<file path="src/rtl/aud_pkg.sv">
`default_nettype none
// ============================================================================
// Module   : aud_pkg
// Brief    : Shared audio-block types and default widths.
// Revision : 1.0
// ============================================================================
package aud_pkg;

    localparam int AUD_ADDR_W   = 20;
    localparam int AUD_SAMPLE_W = 16;

    typedef enum logic [2:0] {
        ST_IDLE  = 3'd0,
        ST_WAIT  = 3'd1,
        ST_RECV  = 3'd2,
        ST_WRITE = 3'd3,
        ST_PAUSE = 3'd4,
        ST_FULL  = 3'd5
    } aud_state_e;

endpackage
`default_nettype wire

</file>
<file path="src/rtl/aud_i2s_deser.sv">
`default_nettype none
// ============================================================================
// Module   : aud_i2s_deser
// Brief    : Left-channel I2S deserialiser: LRC edge detect, MSB-first shift,
//            one-cycle valid pulse on the cycle after the last bit.
// Revision : 1.0
// ============================================================================
module aud_i2s_deser
    import aud_pkg::*;
#(
    parameter int SAMPLE_W = AUD_SAMPLE_W
) (
    input  logic                i_clk,
    input  logic                i_rst,
    input  logic                i_lrc,
    input  logic                i_data,
    input  logic                i_arm,
    input  logic                i_abort,
    output logic                o_edge,
    output logic                o_last,
    output logic                o_valid,
    output logic [SAMPLE_W-1:0] o_sample
);

    localparam int                CNT_W      = $clog2(SAMPLE_W);
    localparam logic [CNT_W-1:0]  c_last_bit = CNT_W'(SAMPLE_W - 1);

    logic                r_lrc;
    logic                r_busy;
    logic [CNT_W-1:0]    r_cnt;
    logic [SAMPLE_W-1:0] r_shift;
    logic                r_valid;

    assign o_edge   = r_lrc & ~i_lrc;
    assign o_last   = r_busy & (r_cnt == c_last_bit);
    assign o_valid  = r_valid;
    assign o_sample = r_shift;

    // Capture begins the cycle after the edge, giving the I2S one-BCLK delay.
    always_ff @(posedge i_clk) begin
        if (i_rst) begin
            r_lrc   <= 1'b0;
            r_busy  <= 1'b0;
            r_cnt   <= '0;
            r_shift <= '0;
            r_valid <= 1'b0;
        end else begin
            r_lrc   <= i_lrc;
            r_valid <= 1'b0;
            if (r_busy) begin
                r_shift <= {r_shift[SAMPLE_W-2:0], i_data};
                r_cnt   <= r_cnt + 1'b1;
                if (i_abort) begin
                    r_busy <= 1'b0;
                end else if (r_cnt == c_last_bit) begin
                    r_busy  <= 1'b0;
                    r_valid <= 1'b1;
                end
            end else if (o_edge && i_arm) begin
                r_busy <= 1'b1;
                r_cnt  <= '0;
            end
        end
    end

endmodule
`default_nettype wire

</file>
<file path="src/rtl/aud_recorder.sv">
`default_nettype none
// ============================================================================
// Module   : aud_recorder
// Brief    : Records left-channel I2S samples into SRAM with start/pause/stop
//            control and saturating full detection.
// Revision : 1.0
// ============================================================================
module aud_recorder
    import aud_pkg::*;
#(
    parameter int ADDR_W   = AUD_ADDR_W,
    parameter int SAMPLE_W = AUD_SAMPLE_W
) (
    input  logic                i_clk,
    input  logic                i_rst,
    input  logic                i_lrc,
    input  logic                i_data,
    input  logic                i_start,
    input  logic                i_pause,
    input  logic                i_stop,
    output logic [ADDR_W-1:0]   o_address,
    output logic [SAMPLE_W-1:0] o_data,
    output logic                o_wr,
    output logic [ADDR_W-1:0]   o_length,
    output logic                o_full,
    output logic [2:0]          o_state
);

    localparam logic [ADDR_W-1:0] c_addr_max = '1;

    aud_state_e          r_state, w_state_next;
    logic [ADDR_W-1:0]   r_addr, w_addr_next;
    logic [ADDR_W-1:0]   r_len, w_len_next;
    logic [SAMPLE_W-1:0] r_data;
    logic                w_edge, w_last, w_valid, w_arm, w_abort;
    logic [SAMPLE_W-1:0] w_sample;

    // A pause or stop in WAIT/RECV must keep the deserialiser from delivering a sample.
    assign w_arm   = (r_state == ST_WAIT) & ~i_stop & ~i_pause;
    assign w_abort = (r_state == ST_RECV) & (i_stop | i_pause);

    aud_i2s_deser #(
        .SAMPLE_W (SAMPLE_W)
    ) u_deser (
        .i_clk    (i_clk),
        .i_rst    (i_rst),
        .i_lrc    (i_lrc),
        .i_data   (i_data),
        .i_arm    (w_arm),
        .i_abort  (w_abort),
        .o_edge   (w_edge),
        .o_last   (w_last),
        .o_valid  (w_valid),
        .o_sample (w_sample)
    );

    always_comb begin
        w_state_next = r_state;
        w_addr_next  = r_addr;
        w_len_next   = r_len;
        unique case (r_state)
            ST_IDLE: begin
                if (i_start) begin
                    w_state_next = ST_WAIT;
                    w_addr_next  = '0;
                    w_len_next   = '0;
                end
            end
            ST_WAIT: begin
                if (i_stop)       w_state_next = ST_IDLE;
                else if (i_pause) w_state_next = ST_PAUSE;
                else if (w_edge)  w_state_next = ST_RECV;
            end
            ST_RECV: begin
                if (i_stop)       w_state_next = ST_IDLE;
                else if (i_pause) w_state_next = ST_PAUSE;
                else if (w_last)  w_state_next = ST_WRITE;
            end
            ST_WRITE: begin
                // The write always commits; commands only choose where to go next.
                if (r_addr == c_addr_max) begin
                    w_state_next = ST_FULL;
                    if (r_len != c_addr_max) w_len_next = r_len + 1'b1;
                end else begin
                    w_state_next = ST_WAIT;
                    w_addr_next  = r_addr + 1'b1;
                    w_len_next   = r_len + 1'b1;
                end
                if (i_stop)       w_state_next = ST_IDLE;
                else if (i_pause) w_state_next = ST_PAUSE;
            end
            ST_PAUSE: begin
                if (i_stop)       w_state_next = ST_IDLE;
                else if (i_start) w_state_next = ST_WAIT;
            end
            ST_FULL: begin
                if (i_stop) w_state_next = ST_IDLE;
            end
            default: w_state_next = ST_IDLE;
        endcase
    end

    always_ff @(posedge i_clk) begin
        if (i_rst) begin
            r_state <= ST_IDLE;
            r_addr  <= '0;
            r_len   <= '0;
            r_data  <= '0;
        end else begin
            r_state <= w_state_next;
            r_addr  <= w_addr_next;
            r_len   <= w_len_next;
            if (r_state == ST_WRITE) r_data <= w_sample;
        end
    end

    // The shift register is live only during WRITE; r_data holds it afterwards.
    assign o_wr      = (r_state == ST_WRITE) & w_valid & ~i_rst;
    assign o_data    = (r_state == ST_WRITE) ? w_sample : r_data;
    assign o_address = r_addr;
    assign o_length  = r_len;
    assign o_full    = (r_state == ST_FULL);
    assign o_state   = r_state;

endmodule
`default_nettype wire

</file>
<file path="config.mk">
export PLATFORM = sky130hd
export DESIGN_NAME = aud_recorder
export DESIGN_NICKNAME = d
export VERILOG_FILES = /design/src/rtl/aud_pkg.sv /design/src/rtl/aud_i2s_deser.sv /design/src/rtl/aud_recorder.sv
export SDC_FILE = /design/constraint.sdc
export NUM_CORES = 1
export LEC_CHECK = 0
export ABC_CLOCK_PERIOD_IN_PS = 2500
export CORE_MARGIN = 2
export CORE_UTILIZATION = 55
export CTS_CLUSTER_SIZE = 25
export DETAILED_ROUTE_END_ITERATION = 8
export DONT_BUFFER_PORTS = 1
export GPL_TIMING_DRIVEN = 0
export PLACE_DENSITY_LB_ADDON = 0.25
export SLEW_MARGIN = 20
export SYNTH_ARGS = -nofsm -noshare
export SYNTH_HDL_FRONTEND = slang
export SYNTH_SLANG_ARGS = --single-unit
export TNS_END_PERCENT = 30
</file>
<file path="constraint.sdc">
create_clock -name i_clk -period 2.5 [get_ports i_clk]
set_input_delay 0.25 -clock i_clk [delete_from_list [all_inputs] [get_ports i_clk]]
set_output_delay 0.25 -clock i_clk [all_outputs]
set_load 0.05 [all_outputs]
</file>
==> impl_metrics.py <==
metrics = {
    "logic_synthesis": {
        "ys_top_cells_by_area": "dfxtp_1, nand2_1, mux2i_1, nor2_1, xor2_1",
        "netlist_top_cells_count": "dfxtp_1, nand2_1, nor2_1",
        "synth_seq_area_share": 0.4420,
        "synth-seq-cells": 82,
        "synth-main-ff-cell": "dfxtp_1",
        "ys_async_sr_fraction": 0,
        "syn_area_per_cell_um2": 8.596,
        "yosysTopAreaCell": "dfxtp_1",
        "yosysMostFrequentCell": "dfxtp_1",
        "synth_cells": 432,
        "synth.distinct_cells": 54,
        "synth_top_area_share": 0.4420,
        "synth_edf_count": 0,
        "synth_nets": 442,
        "syn_area_um2": 3714,
        "ys.warnings.count": 0,
    },
    "finish": {
        "fin_cells": 524,
        "drive_above_1_share": 0.1723,
        "areaGrowthSynthToFinish_pct": 11.49,
        "final_area_um2": 4140,
        "nNetsFinal": 453,
        "n_antenna_cell": 0,
    },
    "floorplanning": {
        "placementRows": 29,
        "die_w_um": 86.17,
        "ioPinCount": 68,
        "die_h_um": 86.17,
        "dieArea_um2": 7425,
        "initial_core_util": 0.5782,
        "core-area_um2": 6422,
    },
    "cts": {
        "root_buffer": "clkbuf_8",
        "clk_pin_slew_worst_paths_ns": 0.07,
        "clock_sinks": 82,
        "clock_latency_ns": 0.35,
        "cts_tree": "built",
        "postCtsSetupRepairBufs": 0,
        "numCtsBuffers": 9,
        "cts_max_path_buffers": 2,
        "htree_levels": 3,
    },
    "timing": {
        "slew_headroom": 0.5408,
        "fin_worst_skew_ns": 0.009902,
        "hold_viol": 0,
        "worst_slack_ns": 0.08719,
        "maxSlewViolCount": 0,
        "setup-violations-final": 0,
        "tightest_slew_ns": 0.6878,
        "timing.final.crit_share": 0.9651,
        "max_freq_mhz": 414.5,
        "min_period_ns": 2.413,
        "setup_tns_ns": 0,
        "rsz0062_at_grt": "true",
    },
    "placed_design": {
        "port-buffer-count": 0,
        "dp_hpwl_um": 5587,
        "gp_congestion": 0.8702,
        "dpl.cell_count": 509,
        "dpl_worst_slack_ns": -0.1755,
        "placed_area_um2": 3815,
    },
    "setup_path": {
        "crit_slowest_cell": "nor3b_4",
        "critical_path_class": "flop to output pin",
        "critPathTopFamily": "simple AND/OR/NAND/NOR gates",
        "crit_required_ns": 2.25,
        "path_cells": "buf_6, nand3_2, clkbuf_2, nor3b_4",
        "arrival_ns": 2.16,
        "r2r_setup_slack_ns": 0.13,
        "cp.buffers_inverters": 2,
        "path_max_fanout": 10,
        "critPathCaptureType": "output pin",
        "cpPeakStageDelay_ns": 0.57,
        "cp-start-kind": "flop",
    },
    "routing": {
        "via_count": 3035,
        "drtAntennaViolNets": 0,
        "wirelength_um": 7956,
        "drtIter0Drc": 119,
        "drc_errors": 0,
        "via_per_inst": 5.792,
        "dr.pass1.iters": 4,
        "post_drt_wl_per_cell_um": 15.18,
    },
    "global_route": {
        "antenna_found_initial": 0,
        "track_usage": 0.2269,
        "grt_first_pass_wirelength_um": 13620,
        "grt_pass1_vias": 2965,
        "grt_max_degree": 20,
        "grt_overflow": 0,
    },
    "min_path": {
        "worst_hold_path_type": "primary input to flop",
    },
    "run_status": {
        "status": "completed",
    },
    "run": {
        "cap_violations": 0,
    },
    "power_and_ir_drop": {
        "p_leak_uw": 0.001535,
        "ir_drop_uv": 552.2,
        "pwr_density_cell_nw_per_um2": 630.9,
        "p_total_uw": 2612,
    },
}
through the flow:
step / hold slack [ns] / util
4_1_cts: 0.05048 / 0.6378
6_report: 0.05342 / 0.6447
5_1_grt: 0.04953 / 0.6447
3_5_place_dp: 0.3675 / 0.5940
3_3_place_gp: 0.3484 / 0.5940
2_1_floorplan: 0.3397 / -
metal layers:
metal / up-vias / GRT usage / routed length, µm
met5: - / 0 / 0
met4: 0 / 0.08949 / 141
met3: 12 / 0.06095 / 404
met2: 72 / 0.3728 / 3756
met1: 1426 / 0.2848 / 3653
li1: 1525 / - / -
area by class of cell:
| type | instances | area [µm²] |
|---|---|---|
| buffer | 21 | 117.6 |
| clock buffer | 11 | 151.4 |
| clock inverter | 4 | 98.84 |
| fill | 529 | 2282 |
| inverter | 3 | 11.26 |
| multi-input combinational | 325 | 1977 |
| sequential | 82 | 1678 |
| tap | 77 | 96.34 |
| timing repair buffer | 1 | 10.01 |
registers in the layout, summed over array words and instances (netlist names):
| register | flops |
|---|---|
| u_deser.o_valid | 1 |
| u_deser.r_busy | 1 |
| r_data | 16 |
| o_state | 3 |
| o_address | 20 |
| o_length | 20 |
| u_deser.r_cnt | 4 |
| u_deser.r_lrc | 1 |
| u_deser.o_sample | 16 |
cells in the final DEF, fill, tap and decap left out, types with 3 or more instances in the layout:
| master | instances |
|---|---|
| mux2i_1 | 19 |
| o31ai_1 | 3 |
| or4_1 | 3 |
| nand2_2 | 8 |
| dfxtp_1 | 57 |
| nand4_1 | 15 |
| clkbuf_8 | 11 |
| ha_1 | 3 |
| clkbuf_1 | 11 |
| or3_1 | 12 |
| a21oi_1 | 22 |
| nor3_1 | 4 |
| or2_2 | 3 |
| buf_2 | 3 |
| a31oi_1 | 3 |
| xor2_1 | 15 |
| inv_1 | 3 |
| nor2_1 | 48 |
| o21ai_0 | 7 |
| and4_4 | 3 |
| bufinv_16 | 3 |
| buf_6 | 4 |
| xnor2_1 | 3 |
| o21ai_1 | 6 |
| nand2_1 | 63 |
| and3_1 | 8 |
| dfxtp_2 | 23 |
| nor2b_1 | 20 |
| nand3_1 | 22 |
path summary, 6_finish.rpt:
| kind | startpoint | to | cells past startpoint |
|---|---|---|---|
| min | i_lrc | u_deser.r_lrc$_SDFF_PP0_ | 1 |
| max | o_state[1]$_SDFFE_PP0P_ | o_wr | 4 |
| min reg2reg | u_deser.o_sample[15]$_SDFFE_PP0P_ | u_deser.o_sample[15]$_SDFFE_PP0P_ | 2 |
| max reg2reg | o_length[4]$_SDFFE_PP0P_ | o_length[8]$_SDFFE_PP0P_ | 8 |
power breakdown:
| group | total, µW | internal (µW) | switching [µW] | leakage [µW] |
|---|---|---|---|---|
| clock | 1180 | 715 | 464 | 0.000126 |
| combinational | 116 | 38.4 | 77.5 | 0.000736 |
| sequential | 1320 | 1310 | 11.7 | 0.000674 |
| total | 2610 | 2060 | 553 | 0.00154 |
what timing repair did:
| item | 4_1_cts | 5_1_grt |
|---|---|---|
| resized for setup | 13 | 25 |
| endpoints found under the setup margin | 40 | 24 |
| hold buffers | 1 | 0 |
| endpoints found under the hold margin | 1 | 0 |
| pin swaps | 1 | 0 |
worst register-to-register path, cell delays in order, from the launching register on:
cell	delay, ns
dfxtp_1	0.73
and4_4	0.35
and4_4	0.26
and3_1	0.24
a21o_4	0.20
buf_6	0.15
buf_6	0.15
o21ai_1	0.08
a21oi_1	0.15
logic make-up after synthesis:
group,Yosys count,synth area share
simple gates,231,0.3265
flops,82,0.4420
compound gates,53,0.08928
buf+inv,25,0.03538
mux,20,0.05424
xor+xnor,18,0.04246
fa+ha+maj,3,0.01011
No activity file was read; power rests on OpenSTA's default activity.
